==> src/rtl/mdu_pkg.sv <==
// Shared types and constants for the RV32M multiply/divide unit.
package mdu_pkg;

  localparam int MDU_WIDTH = 32;
  localparam logic [MDU_WIDTH-1:0] MIN_INT = {1'b1, {(MDU_WIDTH-1){1'b0}}};
  localparam logic [MDU_WIDTH-1:0] NEG_ONE = {MDU_WIDTH{1'b1}};

  typedef enum logic [2:0] {
    OP_MUL    = 3'b000,
    OP_MULH   = 3'b001,
    OP_MULHSU = 3'b010,
    OP_MULHU  = 3'b011,
    OP_DIV    = 3'b100,
    OP_DIVU   = 3'b101,
    OP_REM    = 3'b110,
    OP_REMU   = 3'b111
  } mdu_op_e;

  typedef enum logic [1:0] {
    ST_IDLE = 2'b00,
    ST_MUL  = 2'b01,
    ST_DIV  = 2'b10,
    ST_DONE = 2'b11
  } mdu_state_e;

  function automatic logic is_div_op(input mdu_op_e op);
    return op[2];
  endfunction

  function automatic logic is_signed_div(input mdu_op_e op);
    return op[2] & ~op[0];
  endfunction

  function automatic logic is_rem_op(input mdu_op_e op);
    return op[2] & op[1];
  endfunction

endpackage

==> src/rtl/mdu_divider.sv <==
// Unsigned restoring divider datapath; one quotient bit per step.
module mdu_divider
  import mdu_pkg::*;
#(
  parameter int WIDTH = MDU_WIDTH
) (
  input  logic             i_clk,
  input  logic             i_rst_n,
  input  logic             i_load,
  input  logic             i_step,
  input  logic [WIDTH-1:0] i_dividend,
  input  logic [WIDTH-1:0] i_divisor,
  output logic [WIDTH-1:0] o_quot_nxt,
  output logic [WIDTH-1:0] o_rem_nxt
);

  logic [WIDTH-1:0] r_dvd;
  logic [WIDTH-1:0] r_dvs;
  logic [WIDTH-1:0] r_quot;
  logic [WIDTH-1:0] r_prem;
  logic [WIDTH:0]   w_shift;
  logic [WIDTH:0]   w_diff;
  logic             w_fits;

  // Outputs are the post-step values so the final step's result is usable the same cycle.
  assign w_shift    = {r_prem, r_dvd[WIDTH-1]};
  assign w_diff     = w_shift - {1'b0, r_dvs};
  assign w_fits     = ~w_diff[WIDTH];
  assign o_quot_nxt = {r_quot[WIDTH-2:0], w_fits};
  assign o_rem_nxt  = w_fits ? w_diff[WIDTH-1:0] : w_shift[WIDTH-1:0];

  // Divider state: load operands or advance one restoring iteration.
  always_ff @(posedge i_clk or negedge i_rst_n) begin
    if (!i_rst_n) begin
      r_dvd  <= {WIDTH{1'b0}};
      r_dvs  <= {WIDTH{1'b0}};
      r_quot <= {WIDTH{1'b0}};
      r_prem <= {WIDTH{1'b0}};
    end else if (i_load) begin
      r_dvd  <= i_dividend;
      r_dvs  <= i_divisor;
      r_quot <= {WIDTH{1'b0}};
      r_prem <= {WIDTH{1'b0}};
    end else if (i_step) begin
      r_dvd  <= {r_dvd[WIDTH-2:0], 1'b0};
      r_quot <= o_quot_nxt;
      r_prem <= o_rem_nxt;
    end
  end

endmodule

==> src/rtl/mdu_controller.sv <==
// RV32M sequencer: one-pass multiply, WIDTH-step restoring divide, stall and
// single-cycle result pulse for the execute stage.
module mdu_controller
  import mdu_pkg::*;
#(
  parameter int WIDTH = MDU_WIDTH
) (
  input  logic             clk_i,
  input  logic             reset_n_i,
  input  logic             start_e_i,
  input  logic [2:0]       funct3_e_i,
  input  logic [WIDTH-1:0] src_a_e_i,
  input  logic [WIDTH-1:0] src_b_e_i,
  input  logic             flush_e_i,
  output logic             mdu_stall_o,
  output logic [WIDTH-1:0] mdu_result_o,
  output logic             mdu_valid_o,
  output logic             mdu_busy_o
);

  localparam int CNT_W = $clog2(WIDTH);

  mdu_state_e         r_state, w_next;
  mdu_op_e            r_op, w_op;
  logic [WIDTH-1:0]   r_a, r_b, r_result;
  logic [CNT_W-1:0]   r_count;
  logic               r_busy;
  logic               w_cap, w_load, w_step, w_res_load;
  logic [WIDTH-1:0]   w_res_nxt;
  logic               w_sgn_in, w_div0, w_ovf;
  logic [WIDTH-1:0]   w_mag_a, w_mag_b, w_special;
  logic [WIDTH-1:0]   w_quot_nxt, w_rem_nxt, w_quot_fix, w_rem_fix;
  logic               w_neg_q, w_neg_r;
  logic [2*WIDTH-1:0] w_mul_a, w_mul_b, w_prod;

  assign w_op     = mdu_op_e'(funct3_e_i);
  assign w_sgn_in = is_signed_div(w_op);
  assign w_div0   = (src_b_e_i == {WIDTH{1'b0}});
  assign w_ovf    = w_sgn_in & (src_a_e_i == MIN_INT) & (src_b_e_i == NEG_ONE);
  assign w_mag_a  = (w_sgn_in & src_a_e_i[WIDTH-1]) ? -src_a_e_i : src_a_e_i;
  assign w_mag_b  = (w_sgn_in & src_b_e_i[WIDTH-1]) ? -src_b_e_i : src_b_e_i;
  assign w_special = w_ovf ? (is_rem_op(w_op) ? {WIDTH{1'b0}} : MIN_INT)
                           : (is_rem_op(w_op) ? src_a_e_i : NEG_ONE);

  // Multiply operands extended to full product width; sign taken only where the op is signed.
  assign w_mul_a = {{WIDTH{((r_op == OP_MULH) || (r_op == OP_MULHSU)) & r_a[WIDTH-1]}}, r_a};
  assign w_mul_b = {{WIDTH{(r_op == OP_MULH) & r_b[WIDTH-1]}}, r_b};
  assign w_prod  = w_mul_a * w_mul_b;

  assign w_neg_q    = is_signed_div(r_op) & (r_a[WIDTH-1] ^ r_b[WIDTH-1]);
  assign w_neg_r    = is_signed_div(r_op) & r_a[WIDTH-1];
  assign w_quot_fix = w_neg_q ? -w_quot_nxt : w_quot_nxt;
  assign w_rem_fix  = w_neg_r ? -w_rem_nxt : w_rem_nxt;

  mdu_divider #(.WIDTH(WIDTH)) u_divider (
    .i_clk      (clk_i),
    .i_rst_n    (reset_n_i),
    .i_load     (w_load),
    .i_step     (w_step),
    .i_dividend (w_mag_a),
    .i_divisor  (w_mag_b),
    .o_quot_nxt (w_quot_nxt),
    .o_rem_nxt  (w_rem_nxt)
  );

  // Next-state and datapath control; flush overrides everything.
  always_comb begin
    w_next     = r_state;
    w_cap      = 1'b0;
    w_load     = 1'b0;
    w_step     = 1'b0;
    w_res_load = 1'b0;
    w_res_nxt  = r_result;
    if (flush_e_i) begin
      w_next = ST_IDLE;
    end else begin
      case (r_state)
        ST_IDLE: begin
          if (start_e_i) begin
            w_cap = 1'b1;
            if (!is_div_op(w_op)) begin
              w_next = ST_MUL;
            end else if (w_div0 || w_ovf) begin
              w_res_load = 1'b1;
              w_res_nxt  = w_special;
              w_next     = ST_DONE;
            end else begin
              w_load = 1'b1;
              w_next = ST_DIV;
            end
          end else begin
            w_next = ST_IDLE;
          end
        end
        ST_MUL: begin
          w_res_load = 1'b1;
          w_res_nxt  = (r_op == OP_MUL) ? w_prod[WIDTH-1:0] : w_prod[2*WIDTH-1:WIDTH];
          w_next     = ST_DONE;
        end
        ST_DIV: begin
          w_step = 1'b1;
          if (r_count == CNT_W'(WIDTH-1)) begin
            w_res_load = 1'b1;
            w_res_nxt  = is_rem_op(r_op) ? w_rem_fix : w_quot_fix;
            w_next     = ST_DONE;
          end else begin
            w_next = ST_DIV;
          end
        end
        ST_DONE: w_next = ST_IDLE;
        default: w_next = ST_IDLE;
      endcase
    end
  end

  // Control and operand registers.
  always_ff @(posedge clk_i or negedge reset_n_i) begin
    if (!reset_n_i) begin
      r_state  <= ST_IDLE;
      r_busy   <= 1'b0;
      r_op     <= OP_MUL;
      r_a      <= {WIDTH{1'b0}};
      r_b      <= {WIDTH{1'b0}};
      r_result <= {WIDTH{1'b0}};
      r_count  <= {CNT_W{1'b0}};
    end else begin
      r_state <= w_next;
      r_busy  <= (w_next != ST_IDLE);
      if (w_cap) begin
        r_op <= w_op;
        r_a  <= src_a_e_i;
        r_b  <= src_b_e_i;
      end
      if (w_res_load) begin
        r_result <= w_res_nxt;
      end
      if (w_load) begin
        r_count <= {CNT_W{1'b0}};
      end else if (w_step) begin
        r_count <= r_count + CNT_W'(1);
      end
    end
  end

  assign mdu_stall_o  = ~flush_e_i & (((r_state == ST_IDLE) & start_e_i) |
                                      (r_state == ST_MUL) | (r_state == ST_DIV));
  assign mdu_valid_o  = (r_state == ST_DONE) & ~flush_e_i;
  assign mdu_busy_o   = r_busy;
  assign mdu_result_o = r_result;

endmodule

==> config.mk <==
export PLATFORM = sky130hd
export DESIGN_NAME = mdu_controller
export DESIGN_NICKNAME = d
export VERILOG_FILES = /design/src/rtl/mdu_pkg.sv /design/src/rtl/mdu_divider.sv /design/src/rtl/mdu_controller.sv
export SDC_FILE = /design/constraint.sdc
export NUM_CORES = 2
export LEC_CHECK = 0
export CORE_ASPECT_RATIO = 1.5
export CORE_MARGIN = 4
export CORE_UTILIZATION = 57
export CTS_BUF_LIST = sky130_fd_sc_hd__clkbuf_2
export DETAILED_ROUTE_END_ITERATION = 7
export GPL_ROUTABILITY_DRIVEN = 0
export PLACE_DENSITY = 0.74
export SETUP_SLACK_MARGIN = 0.15
export SYNTH_ARGS = -nofsm -noshare
export SYNTH_HDL_FRONTEND = slang
export SYNTH_SLANG_ARGS = --single-unit
==> constraint.sdc <==
create_clock -name clk_i -period 9.8 [get_ports clk_i]
set_input_delay 1.47 -clock clk_i [delete_from_list [all_inputs] [get_ports clk_i]]
set_output_delay 1.47 -clock clk_i [all_outputs]
set_load 0.005 [all_outputs]
==> summary.md <==
| Metric | Value |
|---|---|
| Status | `finished clean` |
| Post-synth EDFFs | `0` |
| Vias in the first global route | `46400` |
| Core outline area | `0.0931 mm2` |
| Total track usage | `0.320` |
| Cell variety after synth | `88` |
| Via density | `5.83` |
| Die X | `258 um` |
| CTS HTree Levels | `2` |
| Full die area | `0.0990 mm2` |
| Setup violations, final | `0` |
| CTS max path bufs | `3` |
| Rows | `137` |
| Hold WS | `488 ps` |
| FF+latch count, synth | `234` |
| Mapped Cells | `6096` |
| Setup Crit Path Kind | `flip-flop to flip-flop` |
| Setup repair after global routing missed its margin | `false` |
| Hold Path Class | `flip-flop to flip-flop` |
| Largest net degree at the start of global routing | `126` |
| Endpoints failing hold | `0` |
| Worst-path fanout max | `15` |
| Top Ports | `106` |
| Critical Path RT | `10610 ps` |
| CTS Buf Count | `56` |
| Final WL | `156 mm` |
| Number of max-cap violations | `0` |
| Final Net Count | `7495` |
| CTS sink cnt | `234` |
| GR Overflow Total | `0` |
| Async S/R FF share, synth | `1.00` |
| # fillers | `7891` |
| Slowest-stage cell, CP | `dfrtp_1` |
| Post-Syn Nets | `7550` |
| Max Fclk | `108 MHz` |
| Worst slew pin tran | `1260 ps` |
| Skew final | `166 ps` |
| Max-slew headroom | `0.160` |
| Mapped cell area | `0.0536 mm2` |
| DRT Pass-1 Iters | `8` |
| Fin crit share | `0.944` |
| CTS root buffer | `clkbuf_2` |
| Final TNS setup | `0 ps` |
| Clk_lat worst skew | `1040 ps` |
| DRC errors left | `0` |
| # port buffers | `105` |
| Most common cell after layout, fill and taps aside | `inv_1` |
| Initial antenna violation count | `5` |
| Antenna Nets Post-Route | `0` |
| Synth warnings | `0` |
| Layout area overhead | `5.40%` |
| WP data arrival | `10060 ps` |
| Syn avg cell area | `8.79 um2` |
| DRT iter0 DRCs | `3064` |
| Avg WL per Cell | `21.3 um` |
| Most frequent cells in the layout | `inv_1 (1231), fa_1 (1124), nand2_1 (1036)` |
| Most used cell, CP | `fa_1` |
| Initial Util | `0.575` |
| Vias | `42700` |
| Worst setup SP type | `flip-flop` |
| Max-slew violations | `0` |
| Final min period | `9250 ps` |
| Endpoint class of the critical path | `flip-flop` |
| CTS tree | `done` |
| Clock-pin slew on the worst setup and hold paths | `110 ps` |
| Die height | `383 um` |
| CP peak stage delay | `910 ps` |
| Post-DP HPWL | `130 mm` |
| Ys flop type | `dfrtp_1` |
| Register area share after synthesis | `0.109` |
| Ratio of cells with drive above 1 in the final layout | `0.0557` |
| First-pass GRT wire length | `248 mm` |
cells in the mapped netlist (7+ instances only):
| master | instances | area (um2) |
|---|---|---|
| fa_1 | 1126 | 22500 |
| o21ai_1 | 15 | 75.1 |
| or4_1 | 8 | 60.1 |
| o21a_1 | 14 | 105 |
| mux2_2 | 64 | 721 |
| o211ai_1 | 27 | 203 |
| o22ai_1 | 8 | 50.1 |
| a21o_1 | 47 | 353 |
| and3b_1 | 7 | 61.3 |
| nand2b_1 | 19 | 119 |
| a211oi_1 | 34 | 255 |
| o21bai_1 | 16 | 120 |
| nor2b_1 | 9 | 56.3 |
| clkbuf_1 | 328 | 1230 |
| and3_1 | 20 | 125 |
| a21oi_1 | 213 | 1070 |
| a221oi_1 | 11 | 96.3 |
| o41ai_1 | 9 | 78.8 |
| dfrtp_1 | 234 | 5860 |
| or2_2 | 15 | 93.8 |
| nand2_1 | 1036 | 3890 |
| a31oi_1 | 24 | 150 |
| xor2_1 | 93 | 815 |
| o21ai_0 | 215 | 1080 |
| and2_1 | 325 | 2030 |
| o221ai_1 | 7 | 61.3 |
| buf_1 | 13 | 48.8 |
| xnor2_1 | 123 | 1080 |
| o31ai_1 | 23 | 173 |
| nor3_1 | 52 | 260 |
| mux2i_1 | 41 | 410 |
| nor2_1 | 202 | 758 |
| or3_1 | 20 | 125 |
| ha_1 | 257 | 3220 |
| nor4_1 | 18 | 113 |
| inv_1 | 1232 | 4620 |
| nand3_1 | 47 | 235 |
| nand4_1 | 18 | 113 |
| and4_1 | 7 | 61.3 |
| nand3b_1 | 10 | 75.1 |
| buf_2 | 8 | 40.0 |
stage by stage:
stage | setup WS [ps] | std cells | utilization | cell area (um2)
detailed placement | 228 | 7228 | 0.600 | 55900
finish | 552 | 7334 | 0.607 | 56500
global route | 157 | 7333 | 0.607 | 56500
global placement | 476 | 7228 | 0.600 | 55900
CTS | 214 | 7326 | 0.606 | 56400
floorplan | 1100 | 6096 | - | 53600
layout make-up:
type | instances | area (um2) | area share
multi-input cells | 4276 | 41800 | 0.740
flip-flops and latches | 234 | 5860 | 0.104
inverters | 1233 | 4630 | 0.0820
repair buffers | 240 | 2100 | 0.0372
well taps | 1251 | 1570 | 0.0277
clock buffers | 79 | 395 | 0.00700
clock inverters | 19 | 115 | 0.00204
diodes | 2 | 5.00 | 0.0000886
routing by layer:
layer  global-route usage  vias up  wire length [um]
met5                    0        -                13
met3               0.0453      792             10000
met4                0.241        2             15400
li1                     -    18400                 -
met1                0.343    21600             50900
met2                0.571     1993             79700
state kept, by name, summed over array words and instances, names as in the netlist, 2 cells and up:
| name | flops |
|---|---|
| mdu_result_o | 32 |
| r_a | 32 |
| r_b | 32 |
| r_count | 5 |
| r_op | 3 |
| r_state | 2 |
| u_divider.r_dvd | 32 |
| u_divider.r_dvs | 32 |
| u_divider.r_prem | 32 |
| u_divider.r_quot | 31 |
worst max-delay path: cells and delay by family (launching register included):
family	cells	cell delay (ps)
AND/OR/NAND/NOR	6	1350
AO/OA/AOI/OAI	7	1510
XOR/XNOR	1	140
adder cells (fa/ha/maj)	9	4480
buffers and inverters	6	620
flip-flops	1	910
path summary, 6_finish.rpt:
kind / from / endpoint / slack (ps) / depth (start not counted)
max in group asynchronous: reset_n_i / r_count[3]$_DFFE_PN0P_ / 7930 / 2
hold reg to reg: mdu_result_o[1]$_DFFE_PN0P_ / mdu_result_o[1]$_DFFE_PN0P_ / 490 / 1
setup reg to reg: r_a[12]$_DFFE_PN0P_ / mdu_result_o[31]$_DFFE_PN0P_ / 550 / 29
min in group asynchronous: reset_n_i / mdu_result_o[28]$_DFFE_PN0P_ / 550 / 1
setup / recovery: r_a[12]$_DFFE_PN0P_ / mdu_result_o[31]$_DFFE_PN0P_ / 550 / 29
hold / removal: mdu_result_o[1]$_DFFE_PN0P_ / mdu_result_o[1]$_DFFE_PN0P_ / 490 / 1
repair_timing:
| item | in CTS | in global routing |
|---|---|---|
| setup endpoints to repair | 0 | 8 |
| hold buffers | 0 | 0 |
| buffers inserted | 0 | 6 |
| resized for setup | 0 | 8 |
cell families (layout without fill, tap and decap cells):
logic type                 after synthesis  after routing  share of synthesized area
other                                    0              2                          0
DFF                                    234            234                      0.109
muxes                                  105            105                     0.0211
adders and majority gates             1383           1383                      0.481
and+or+nand+nor                       1837           1837                      0.157
xor gates and xnor gates               217            217                     0.0356
buffers and inverters                 1586           1571                      0.112
AOI/OAI and AO/OA                      734            734                     0.0844
Power is not shown: default switching activity piles up to over one toggle a cycle in this logic, so the estimate is an artifact.
